<file path="src/rtl/prim_secded_39_32_stream_enc.sv">
// Multi-lane SECDED (39,32) Hsiao encoder behind a single valid/ready register stage,
// with one-shot per-lane codeword error injection and a saturating accepted-beat counter.
module prim_secded_39_32_stream_enc #(
    parameter int unsigned NumLanes = 1,
    parameter int unsigned CntWidth = 16,
    localparam int unsigned LaneIdxW = (NumLanes > 1) ? $clog2(NumLanes) : 1
) (
    input  logic                     clk_i,
    input  logic                     rst_ni,
    input  logic                     in_valid_i,
    output logic                     in_ready_o,
    input  logic [32*NumLanes-1:0]   in_data_i,
    output logic                     out_valid_o,
    input  logic                     out_ready_i,
    output logic [39*NumLanes-1:0]   out_data_o,
    input  logic                     inj_valid_i,
    input  logic [LaneIdxW-1:0]      inj_lane_i,
    input  logic [38:0]              inj_mask_i,
    output logic                     inj_armed_o,
    input  logic                     clr_cnt_i,
    output logic [CntWidth-1:0]      beat_cnt_o
);

    localparam int NumLanesI = int'(NumLanes);
    localparam int InW       = 32 * NumLanesI;
    localparam int OutW      = 39 * NumLanesI;

    if (NumLanes < 1 || NumLanes > 8) begin : g_bad_num_lanes
        $error("prim_secded_39_32_stream_enc: NumLanes must be in 1..8");
    end

    // Hsiao column masks; check bit j covers the data bits set in CheckMask[j].
    localparam logic [31:0] CheckMask [7] = '{
        32'h318D_C18C,
        32'hEA2A_B148,
        32'h8CC1_B6A1,
        32'h72C0_5A53,
        32'h4D12_083D,
        32'h047D_6456,
        32'h9336_0FA2
    };

    function automatic logic [6:0] calc_check(input logic [31:0] data);
        logic [6:0] chk;
        chk = '0;
        for (int j = 0; j < 7; j++) begin
            chk[j] = ^(data & CheckMask[j]);
        end
        return chk;
    endfunction

    logic                  out_valid_q, out_valid_d;
    logic [OutW-1:0]       out_data_q, out_data_d;
    logic                  inj_armed_q, inj_armed_d;
    logic [LaneIdxW-1:0]   inj_lane_q, inj_lane_d;
    logic [38:0]           inj_mask_q, inj_mask_d;
    logic [CntWidth-1:0]   beat_cnt_q, beat_cnt_d;

    logic                  accept;
    logic                  out_hs;
    logic                  inj_req_ok;
    logic [OutW-1:0]       enc_data;
    logic [OutW-1:0]       inj_vec;

    assign in_ready_o = !out_valid_q || out_ready_i;
    assign accept     = in_valid_i && in_ready_o;
    assign out_hs     = out_valid_q && out_ready_i;
    assign inj_req_ok = inj_valid_i && (32'(inj_lane_i) < NumLanes);

    always_comb begin
        enc_data = '0;
        inj_vec  = '0;
        for (int k = 0; k < NumLanesI; k++) begin
            enc_data[39*k +: 39] = {calc_check(in_data_i[32*k +: 32]), in_data_i[32*k +: 32]};
            if (inj_armed_q && (inj_lane_q == LaneIdxW'(k))) begin
                inj_vec[39*k +: 39] = inj_mask_q;
            end
        end
    end

    always_comb begin
        out_valid_d = out_valid_q;
        out_data_d  = out_data_q;
        if (accept) begin
            out_valid_d = 1'b1;
            out_data_d  = enc_data ^ inj_vec;
        end else if (out_hs) begin
            out_valid_d = 1'b0;
        end
    end

    // The beat being accepted sees the old armed state; a coincident request arms for the next beat.
    always_comb begin
        inj_armed_d = inj_armed_q;
        inj_lane_d  = inj_lane_q;
        inj_mask_d  = inj_mask_q;
        if (accept) begin
            inj_armed_d = 1'b0;
        end
        if (inj_req_ok) begin
            inj_armed_d = 1'b1;
            inj_lane_d  = inj_lane_i;
            inj_mask_d  = inj_mask_i;
        end
    end

    always_comb begin
        beat_cnt_d = beat_cnt_q;
        if (clr_cnt_i) begin
            beat_cnt_d = '0;
        end else if (accept && !(&beat_cnt_q)) begin
            beat_cnt_d = beat_cnt_q + CntWidth'(1);
        end
    end

    always_ff @(posedge clk_i or negedge rst_ni) begin
        if (!rst_ni) begin
            out_valid_q <= 1'b0;
            out_data_q  <= '0;
            inj_armed_q <= 1'b0;
            inj_lane_q  <= '0;
            inj_mask_q  <= '0;
            beat_cnt_q  <= '0;
        end else begin
            out_valid_q <= out_valid_d;
            out_data_q  <= out_data_d;
            inj_armed_q <= inj_armed_d;
            inj_lane_q  <= inj_lane_d;
            inj_mask_q  <= inj_mask_d;
            beat_cnt_q  <= beat_cnt_d;
        end
    end

    assign out_valid_o = out_valid_q;
    assign out_data_o  = out_data_q;
    assign inj_armed_o = inj_armed_q;
    assign beat_cnt_o  = beat_cnt_q;

    logic unused_in_width;
    assign unused_in_width = ^InW;

    a_stall_hold: assert property (@(posedge clk_i) disable iff (!rst_ni)
        (out_valid_q && !out_ready_i) |=> (out_valid_q && $stable(out_data_q)));

    a_cnt_saturate: assert property (@(posedge clk_i) disable iff (!rst_ni)
        ((&beat_cnt_q) && !clr_cnt_i) |=> (&beat_cnt_q));

endmodule

</file>
<file path="config.mk">
export PLATFORM = sky130hd
export DESIGN_NAME = prim_secded_39_32_stream_enc
export DESIGN_NICKNAME = d
export VERILOG_FILES = /design/src/rtl/prim_secded_39_32_stream_enc.sv
export SDC_FILE = /design/constraint.sdc
export NUM_CORES = 1
export LEC_CHECK = 0
export ABC_AREA = 0
export BUFFER_PORTS_ARGS = -buffer_cell sky130_fd_sc_hd__buf_2
export CAP_MARGIN = 20
export CORE_ASPECT_RATIO = 0.7
export CORE_UTILIZATION = 57
export CTS_CLUSTER_SIZE = 16
export DETAILED_ROUTE_END_ITERATION = 12
export PLACE_DENSITY = 0.95
export SKIP_LAST_GASP = 1
export SLEW_MARGIN = 20
export SYNTH_ARGS = -nofsm -noshare
export SYNTH_HDL_FRONTEND = slang
export SYNTH_SLANG_ARGS = --single-unit
</file>
<file path="constraint.sdc">
create_clock -name clk_i -period 2.7 [get_ports clk_i]
set_input_delay 0.405 -clock clk_i [delete_from_list [all_inputs] [get_ports clk_i]]
set_output_delay 0.405 -clock clk_i [all_outputs]
set_load 0.01 [all_outputs]
</file>
* Word-level counts from Yosys, hierarchy flattened
Index checks and enable logic that the tools add are counted.
** Storage, ports and cells
- Bits in registers :: 97
- Bits in latches :: 0
- Bits in writable memories :: 0
- ROM bits :: 0
- Bits of input ports :: 78
- Output and inout bits :: 58
- Word-level logic and storage cells :: 36
- Memories kept :: 0
** Operators by class
- Add/sub/neg operators :: 1
- Multiply operators :: 0
- Divide/modulo/power cells :: 0
- $lt $le $gt $ge :: 1
- Equality and inequality tests :: 0
- Shift operators :: 0
- Muxes and demuxes :: 7
- Bitwise logic cells :: 2
- Reduce and logical (&&, ||, !) cells :: 19
** Operator list (number)
- XOR reduction 32 bit :: 7
- 2-to-1 mux 39 bit :: 1
- bitwise XOR 39 bit :: 1
- 2-to-1 mux 16 bit :: 2
- adder 16 x 1 -> 16 bit, second input constant :: 1
- AND reduction 16 bit :: 1
- nonzero test 2 bit :: 3
- logical AND 1 bit :: 5
- 2-to-1 mux 1 bit :: 4
- zero test 1 bit :: 2
- logical OR 1 bit :: 1
- < comparator 1 bit, second input constant :: 1
- inverter 1 bit :: 1

* Depth between registers and ports, before layout
Gate-level depths: netlist of the first run.
- Depth after elaboration :: 6
- Depth in mapped cells :: 7
- Depth with buffers taken out :: 6

* Worst setup path before layout of the first run
OpenSTA, ideal clock, no wires.
- Path kind :: register to register
- Start :: reg inj_armed_q (netlist: inj_armed_o)
- End :: reg out_data_q[32] (netlist: out_data_o[32])
- Library setup time :: 0.125 ns
- Arrival time :: 1.504 ns
- Data required time :: 2.575 ns
- Path slack :: 1.072 ns
- Stages on the path, launching flop included :: 7
- Path buffers :: 1
- Clock period less this slack :: 1.628 ns
- Cells stage by stage :: dfrtp_1 nor2b_1 buf_2 nand2_1 xnor3_1 xnor2_1 mux2_2
** Between the ends
- Word-level cells in the longest chain between the ends :: 3
** Ends and longest elaborated chain
- from (decl) :: RTL line 54 : logic inj_armed_q, inj_armed_d;
- from (signal assigned) :: RTL line 127 : inj_armed_q <= inj_armed_d;
- logical AND 1 bit :: RTL line 75 : if (inj_armed_q && (inj_lane_q == LaneIdxW'(k))) begin
- 2-to-1 mux 39 bit :: RTL line 75
- bitwise XOR 39 bit :: RTL line 86 : out_data_d = enc_data ^ inj_vec;
- to (signal assigned) :: RTL line 126 : out_data_q <= out_data_d;
- to (decl) :: RTL line 53 : logic [OutW-1:0] out_data_q, out_data_d;
Every way passes these cells.
A chain may end at the register's enable or synchronous reset.

* Final worst setup path of the first run
- Start :: reg out_valid_q (netlist: out_valid_o)
- End :: reg out_data_q[4] (netlist: out_data_o[4])
** Between the ends
- Word-level cells in the longest chain between the ends :: 3
** Ends and longest elaborated chain
- from (decl) :: RTL line 52 : logic out_valid_q, out_valid_d;
- from (signal assigned) :: RTL line 125 : out_valid_q <= out_valid_d;
- zero test 1 bit :: RTL line 65 : assign in_ready_o = !out_valid_q || out_ready_i;
- logical OR 1 bit :: RTL line 65
- logical AND 1 bit :: RTL line 66 : assign accept = in_valid_i && in_ready_o;
Every way passes these cells.

==> out/qor.log, run 1 <==
qor: run_status.status finished, final reports clean
qor: floorplan.rows 27
qor: setup_path.timing_worst_setup_path_type flop to flop
qor: global_route.global_route.usage.total 29.9%
qor: yosys.synth_cell_types 34
qor: timing.timing.setup.tns 0 ns
qor: placement.port_buffers 135
qor: setup_path.cpMaxStageDelayCell sky130_fd_sc_hd__nand2_2
qor: setup_path.rr_startpoint out_valid_o$_DFFE_PN0P_
qor: drt.post-route-drc-count 0
qor: placement.dp_slack 0.782 ns
qor: timing.layout_min_cycle_time 1.78 ns
qor: cts.path_clk_slew 0.06 ns
qor: cts.cts-root-buf sky130_fd_sc_hd__clkbuf_16
qor: cts.hold_buffers 0
qor: yosys.synthTopCellsByArea sky130_fd_sc_hd__dfrtp_1, sky130_fd_sc_hd__xnor2_1, sky130_fd_sc_hd__mux2_2, sky130_fd_sc_hd__xor2_1, sky130_fd_sc_hd__nand2_1
qor: yosys.post-synth-top-area-cell sky130_fd_sc_hd__dfrtp_1
qor: cts.htree_num_levels 3
qor: cts.numClockSinks 97
qor: timing.max_slew.worst_pin.slew 0.614 ns
qor: timing.timing.final.setup_violations 0
qor: floorplan.die-area 8970 um^2
qor: setup_path.cp_num_buf_inv 1
qor: floorplan.die_x 113 um
qor: yosys.synth_cells 454
qor: timing.setup_repair_after_global_routing_missed_its_margin false
qor: drt.drtPass1Iterations 5
qor: floorplan.die_h 79.5 um
qor: drt.routed_wirelength 12500 um
qor: yosys.syn-mean-instance-area 10.8 um^2
qor: cts.cts-resized-gates 0
qor: setup_path.cp_data_arrival_time 2.01 ns
qor: worst_hold_path.min_path_type primary input to asynchronous set/reset pin
qor: timing.fin_skew 0.00918 ns
qor: setup_path.critical_path.max_stage_delay 0.42 ns
qor: yosys.postSynthNetCount 533
qor: yosys.synth_largest_type_area_fraction 49.6%
qor: drt.route.vias.total 3856
qor: pwr.power-per-cell-area 720 nW/um^2
qor: global_route.vias_in_the_first_global_route 3843
qor: pwr.cellLeakagePower 2.79 nW
qor: drt.wl_per_cell 18.2 um
qor: yosys.synth-seq-area-share 49.6%
qor: yosys.ys_seq_elements 97
qor: layout.post-route-util 74.3%
qor: yosys.ys.warnings.count 0
qor: global_route.grt_antenna_before_repair 0
qor: setup_path.timing.critical_path.cells nand2b_1, nand2_2, buf_4, o21ai_0
qor: floorplan.fp.coreArea 8070 um^2
qor: cts.cts_post_setup_buffers_inserted 0
qor: drt.dr.first_iter.drc_count 252
qor: cts.worst_skew_pair.late_latency 0.34 ns
qor: cts.clk_path_buf_depth 2
qor: setup_path.critPathCaptureType flop
qor: timing.hold_violations 0
qor: layout.finish.net_count 665
qor: layout.antennaDiodeCount 0
qor: cts.cts_tree done
qor: timing.period_share 65.8%
qor: global_route.grt_first_pass_wirelength 19900 um
qor: layout.area_overhead_vs_synth 22.5%
qor: layout.finalInstanceArea 6000 um^2
qor: setup_path.worstPathRequired 2.93 ns
qor: floorplan.initial_core_util 60.6%
qor: timing.max_freq 563 MHz
qor: placement.post-dp-hpwl 8950 um
qor: setup_path.timing.reg2reg.worst_path_depth 4
qor: drt.drt.antenna.violating_nets 0
qor: run.drv.max_cap_violation_count 0
qor: global_route.maximum_number_of_pins_on_one_net_before_global_route_repair 59
qor: placement.globalplace.congestion 0.926
qor: floorplan.design.portCount 136
qor: setup_path.timing.reg2reg.setup_slack 0.92 ns
qor: drt.vias_per_cell 5.58
qor: setup_path.critical_path.top_delay_family simple AND/OR/NAND/NOR gates
qor: yosys.netlist_area 4900 um^2
qor: pwr.vdd.ir_drop.worst 0.517 mV
qor: timing.worst_slew_margin_rel 58.9%
qor: global_route.overflow 0
qor: setup_path.startpoint_type flop
qor: timing.finalWorstSetupSlack 0.925 ns
qor: setup_path.regToRegEndpoint out_data_o[4]$_DFFE_PN0P_
qor: timing.timing.final.max_slew_violations 0
qor: layout.fraction_of_layout_instances_using_a_drive_strength_above_1 33.9%
qor: setup_path.timing.critical_path.fanout_max 34
qor: cts.numCtsBuffers 9
qor: placement.placed_area 5680 um^2
## worst max-delay path by stage
stage / start / end / slack, ns / cells after the start
final: out_valid_o$_DFFE_PN0P_ / out_data_o[4]$_DFFE_PN0P_ / 0.92 / 4
after global routing: out_valid_o$_DFFE_PN0P_ / out_data_o[4]$_DFFE_PN0P_ / 0.77 / 4
after CTS: beat_cnt_o[0]$_DFFE_PN0P_ / beat_cnt_o[15]$_DFFE_PN0P_ / 0.96 / 6
after detailed placement: out_ready_i / out_data_o[4]$_DFFE_PN0P_ / 0.78 / 5
after global placement: out_ready_i / out_data_o[13]$_DFFE_PN0P_ / 0.93 / 5
after floorplan: inj_armed_o$_DFFE_PN0P_ / out_data_o[32]$_DFFE_PN0P_ / 1.07 / 6
## per-layer routing
| metal | up-vias | routed length, um | global-route usage (%) |
|---|---|---|---|
| met3 | 33 | 985 | 7.90 |
| met5 | - | 0 | 0 |
| li1 | 1755 | - | - |
| met2 | 181 | 5910 | 47.5 |
| met1 | 1887 | 5320 | 39.8 |
| met4 | 0 | 330 | 11.2 |
## metrics by stage
| step | std cells | power (mW) | hold slack [ns] |
|---|---|---|---|
| floorplan | 454 | 2.51 | 0.109 |
| detailed placement | 676 | 2.95 | 0.422 |
| global route | 691 | 4.51 | 0.0876 |
| finish | 691 | 4.32 | 0.0433 |
| CTS | 691 | 4.33 | 0.0620 |
| global placement | 676 | 2.88 | 0.413 |
## cell type report
class / count / area (um^2)
clock buffers: 12 / 246
clock inverters: 3 / 65.1
fillers: 527 / 2080
inverters: 2 / 7.51
multi-input cells: 335 / 2390
flip-flops and latches: 97 / 2430
well taps: 101 / 126
repair buffers: 141 / 736
## registers in the layout, indices dropped and copies added (netlist names)
register / flops
inj_mask_q: 39
out_data_o: 39
beat_cnt_o: 16
inj_armed_o: 1
inj_lane_q: 1
out_valid_o: 1
## power by group
part	internal, mW	total, mW	switching [mW]
logic	0.524	1.12	0.594
clock network	0.831	1.35	0.519
registers	1.69	1.85	0.155
## synthesized netlist by cell type
master / count
sky130_fd_sc_hd__nand4_1: 6
sky130_fd_sc_hd__nor4_1: 2
sky130_fd_sc_hd__nand2_1: 82
sky130_fd_sc_hd__nand2b_1: 2
sky130_fd_sc_hd__a21o_1: 1
sky130_fd_sc_hd__nand3_1: 3
sky130_fd_sc_hd__and2_1: 1
sky130_fd_sc_hd__and3_1: 1
sky130_fd_sc_hd__nand3b_1: 3
sky130_fd_sc_hd__xnor2_2: 1
sky130_fd_sc_hd__xnor3_1: 4
sky130_fd_sc_hd__nor2_1: 15
sky130_fd_sc_hd__xnor2_1: 65
sky130_fd_sc_hd__a31oi_1: 1
sky130_fd_sc_hd__nand3_2: 1
sky130_fd_sc_hd__o31ai_1: 1
sky130_fd_sc_hd__or3_1: 2
sky130_fd_sc_hd__ha_1: 1
sky130_fd_sc_hd__dfrtp_1: 97
sky130_fd_sc_hd__nor4_4: 1
sky130_fd_sc_hd__nor2b_1: 3
sky130_fd_sc_hd__and4_1: 1
sky130_fd_sc_hd__buf_1: 2
sky130_fd_sc_hd__nor3_1: 8
sky130_fd_sc_hd__o21ai_0: 37
sky130_fd_sc_hd__xor2_1: 45
sky130_fd_sc_hd__a21oi_1: 3
sky130_fd_sc_hd__buf_2: 9
sky130_fd_sc_hd__o21ai_1: 3
sky130_fd_sc_hd__clkbuf_1: 9
sky130_fd_sc_hd__a311oi_1: 1
sky130_fd_sc_hd__o2111ai_1: 1
sky130_fd_sc_hd__inv_1: 2
sky130_fd_sc_hd__mux2_2: 40
## placed cells by master (no fill, tap or decap), types with 3 or more instances in the layout
master / instances
sky130_fd_sc_hd__buf_2: 134
sky130_fd_sc_hd__xor2_1: 45
sky130_fd_sc_hd__xnor2_1: 65
sky130_fd_sc_hd__nor3_1: 8
sky130_fd_sc_hd__clkbuf_16: 9
sky130_fd_sc_hd__nand3_1: 3
sky130_fd_sc_hd__mux2_2: 40
sky130_fd_sc_hd__nand3b_1: 3
sky130_fd_sc_hd__xnor3_1: 4
sky130_fd_sc_hd__dfrtp_1: 97
sky130_fd_sc_hd__nand4_1: 6
sky130_fd_sc_hd__o21ai_0: 37
sky130_fd_sc_hd__nor2_1: 15
sky130_fd_sc_hd__a21oi_1: 3
sky130_fd_sc_hd__nand2_1: 81
sky130_fd_sc_hd__o21ai_1: 3
sky130_fd_sc_hd__buf_4: 6
## logic make-up (layout without fill, tap and decap cells)
kind of cell	after synthesis	after routing	share of synthesized area (%)
AO/OA/AOI/OAI	48	48	5.19
buffers and inverters	22	158	1.92
adder cells (fa/ha/maj)	1	1	0.256
XOR/XNOR	115	115	21.9
multiplexers	40	40	9.20
AND/OR/NAND/NOR	131	131	12.0
flip-flops	97	97	49.6
(Power assumes the default switching activity.)
==> inputs of run 2 (changes only) <==
--- a/config.mk
+++ b/config.mk
@@ -9,10 +9,10 @@
 export BUFFER_PORTS_ARGS = -buffer_cell sky130_fd_sc_hd__buf_2
 export CAP_MARGIN = 20
 export CORE_ASPECT_RATIO = 0.7
-export CORE_UTILIZATION = 57
+export CORE_UTILIZATION = 53
 export CTS_CLUSTER_SIZE = 16
 export DETAILED_ROUTE_END_ITERATION = 12
-export PLACE_DENSITY = 0.95
+export PLACE_DENSITY = 0.91
 export SKIP_LAST_GASP = 1
 export SLEW_MARGIN = 20
 export SYNTH_ARGS = -nofsm -noshare
==> constraint.sdc (replaced) <==
create_clock -name clk_i -period 1.7 [get_ports clk_i]
set_input_delay 0.255 -clock clk_i [delete_from_list [all_inputs] [get_ports clk_i]]
set_output_delay 0.255 -clock clk_i [all_outputs]
set_load 0.01 [all_outputs]
==> out/qor.log, run 2 (synthesis results as in run 1) <==
qor: run_status.status finished, final reports clean
qor: setup_path.cpMaxStageDelayCell sky130_fd_sc_hd__dfrtp_1
qor: global_route.global_route.usage.total 26.6%
qor: timing.period_share 99.1%
qor: setup_path.startpoint_type flop
qor: placement.placed_area 5780 um^2
qor: timing.max_freq 593 MHz
qor: timing.layout_min_cycle_time 1.69 ns
qor: floorplan.die-area 9630 um^2
qor: setup_path.critical_path.max_stage_delay 0.42 ns
qor: timing.setup_repair_after_global_routing_missed_its_margin true
qor: layout.number_of_fillers_in_the_final_layout 635
qor: floorplan.fp.coreArea 8690 um^2
qor: global_route.maximum_number_of_pins_on_one_net_before_global_route_repair 65
qor: cts.clk_path_buf_depth 2
qor: pwr.seqPwrFrac 42.5%
qor: setup_path.worstPathRequired 1.92 ns
qor: setup_path.critPathCaptureType flop
qor: placement.post-dp-hpwl 9060 um
qor: pwr.cellLeakagePower 2.84 nW
qor: floorplan.rows 28
qor: pwr.power_switching 1.99 mW
qor: timing.fin_skew 0.00625 ns
qor: drt.highest_layer met4
qor: cts.htree_num_levels 3
qor: floorplan.initial_core_util 56.4%
qor: floorplan.die_h 82.4 um
qor: layout.most-common-layout-cells sky130_fd_sc_hd__buf_2, sky130_fd_sc_hd__dfrtp_1, sky130_fd_sc_hd__nand2_1
qor: worst_hold_path.min_path_type primary input to flop
qor: pwr.p_int 4.83 mW
qor: drt.route.vias.total 3828
qor: placement.globalplace.congestion 0.813
qor: layout.finalInstanceArea 6130 um^2
qor: setup_path.timing.critical_path.fanout_max 4
qor: pwr.power.share.combinational 26.0%
qor: floorplan.die_x 117 um
qor: layout.antennaDiodeCount 0
qor: layout.fraction_of_layout_instances_using_a_drive_strength_above_1 34.9%
qor: pwr.share_clk_of_total_power 31.5%
qor: drt.post-route-drc-count 0
qor: timing.max_slew.worst_pin.slew 0.373 ns
qor: setup_path.critical_path.top_delay_family simple AND/OR/NAND/NOR gates
qor: global_route.grt_antenna_before_repair 0
qor: cts.worst_skew_pair.late_latency 0.34 ns
qor: setup_path.cp_data_arrival_time 1.90 ns
qor: drt.met3RoutedLength 1040 um
qor: drt.wl_per_cell 17.2 um
qor: drt.drtPass1Iterations 5
qor: global_route.overflow 0
qor: pwr.sw_frac_of_total 29.2%
qor: pwr.vdd.ir_drop.worst 0.796 mV
qor: layout.area_overhead_vs_synth 25.1%
qor: setup_path.timing.critical_path.cells ha_1, nand3_2, o2111ai_1, nor4_1, xnor2_1, nor2_1
qor: pwr.power-per-cell-area 1110 nW/um^2
qor: timing.fin_worst_hold_slack 0.145 ns
qor: drt.routedLengthMet1 5510 um
qor: placement.port_buffers 135
qor: cts.cts-root-buf sky130_fd_sc_hd__clkbuf_16
qor: cts.path_clk_slew 0.07 ns
qor: drt.vias_per_cell 5.32
qor: cts.cts_tree done
qor: timing.worst_slew_margin_rel 75.0%
qor: setup_path.cp_num_buf_inv 0
qor: timing.timing.final.max_slew_violations 0
qor: drt.dr.first_iter.drc_count 224
qor: timing.timing.final.setup_violations 0
qor: global_route.grt_first_pass_wirelength 18700 um
qor: drt.met2RoutedLength 5630 um
qor: setup_path.timing_worst_setup_path_type flop to flop
qor: layout.most_common_library_cell_in_the_layout_ignoring_fill_and_taps sky130_fd_sc_hd__buf_2
qor: floorplan.design.portCount 136
qor: layout.post-route-util 70.5%
qor: cts.numCtsBuffers 9
qor: timing.hold_violations 0
qor: drt.routed_wirelength 12400 um
qor: global_route.vias_in_the_first_global_route 3683
qor: cts.numClockSinks 97
qor: drt.drt.antenna.violating_nets 0
qor: run.drv.max_cap_violation_count 0
qor: layout.finish.net_count 673
## run 2: cell count changes in the layout (fill, tap and decap cells not counted), sizes merged
cell	change
buf	+7
clkinvlp	+2
dlygate4sd3	+1
clkbuf	-1
## run 2: final cells by class
type	instances	area, um^2	area share, %
sequential	97	2430	39.6
clock inverter	5	80.1	1.31
multi-input combinational	335	2390	39.1
timing repair buffer	149	836	13.6
inverter	2	7.51	0.123
tap	120	150	2.45
clock buffer	11	233	3.80
## run 2: path summary, 6_finish.rpt
check / start / endpoint / slack (ns) / cells after the start
min in group asynchronous: rst_ni / beat_cnt_o[6]$_DFFE_PN0P_ / 0.32 / 2
worst min-delay path: inj_mask_i[22] / inj_mask_q[22]$_DFFE_PN0P_ / 0.14 / 2
worst max register to register: beat_cnt_o[0]$_DFFE_PN0P_ / beat_cnt_o[15]$_DFFE_PN0P_ / 0.01 / 6
worst min register to register: out_data_o[5]$_DFFE_PN0P_ / out_data_o[5]$_DFFE_PN0P_ / 0.48 / 2
max in group asynchronous: rst_ni / out_data_o[13]$_DFFE_PN0P_ / 0.79 / 3
worst max-delay path: beat_cnt_o[0]$_DFFE_PN0P_ / beat_cnt_o[15]$_DFFE_PN0P_ / 0.01 / 6
## run 2: metrics by stage
stage	cells	TNS, ns	total power [mW]	setup slack [ns]
floorplan	454	0	3.99	0.0717
global placement	700	0	4.62	0.0640
detailed placement	700	0	4.70	0.0256
CTS	717	0	6.85	0.0266
global route	719	-0.177	7.13	-0.0654
finish	719	0	6.82	0.0145
## run 2: power groups by stage
| stage | sequential (mW) | combinational [mW] | clock, mW |
|---|---|---|---|
| after floorplan | 3.02 | 0.970 | 0 |
| after global placement | 2.91 | 1.71 | 0 |
| after detailed placement | 2.93 | 1.77 | 0 |
| after CTS | 2.90 | 1.78 | 2.17 |
| after global routing | 2.94 | 1.93 | 2.26 |
| final | 2.90 | 1.77 | 2.15 |
## run 2: worst register-to-register path, cell delays in order (launching register included)
cell,delay (ns)
sky130_fd_sc_hd__dfrtp_1,0.42
sky130_fd_sc_hd__ha_1,0.28
sky130_fd_sc_hd__nand3_2,0.13
sky130_fd_sc_hd__o2111ai_1,0.20
sky130_fd_sc_hd__nor4_1,0.30
sky130_fd_sc_hd__xnor2_1,0.17
sky130_fd_sc_hd__nor2_1,0.06
## run 2: per-layer routing
metal	global-route usage, %	up-vias
met1	36.3	1852
met4	8.48	0
li1	-	1780
met5	0	-
met3	7.37	26
met2	41.3	170
## run 2: repair_timing
| action | 4_1_cts | 5_1_grt |
|---|---|---|
| setup endpoints to repair | 0 | 9 |
| setup buffers | 0 | 2 |
| hold endpoints to repair | 16 | 0 |
| gates resized for setup | 0 | 1 |
| hold buffers | 1 | 0 |
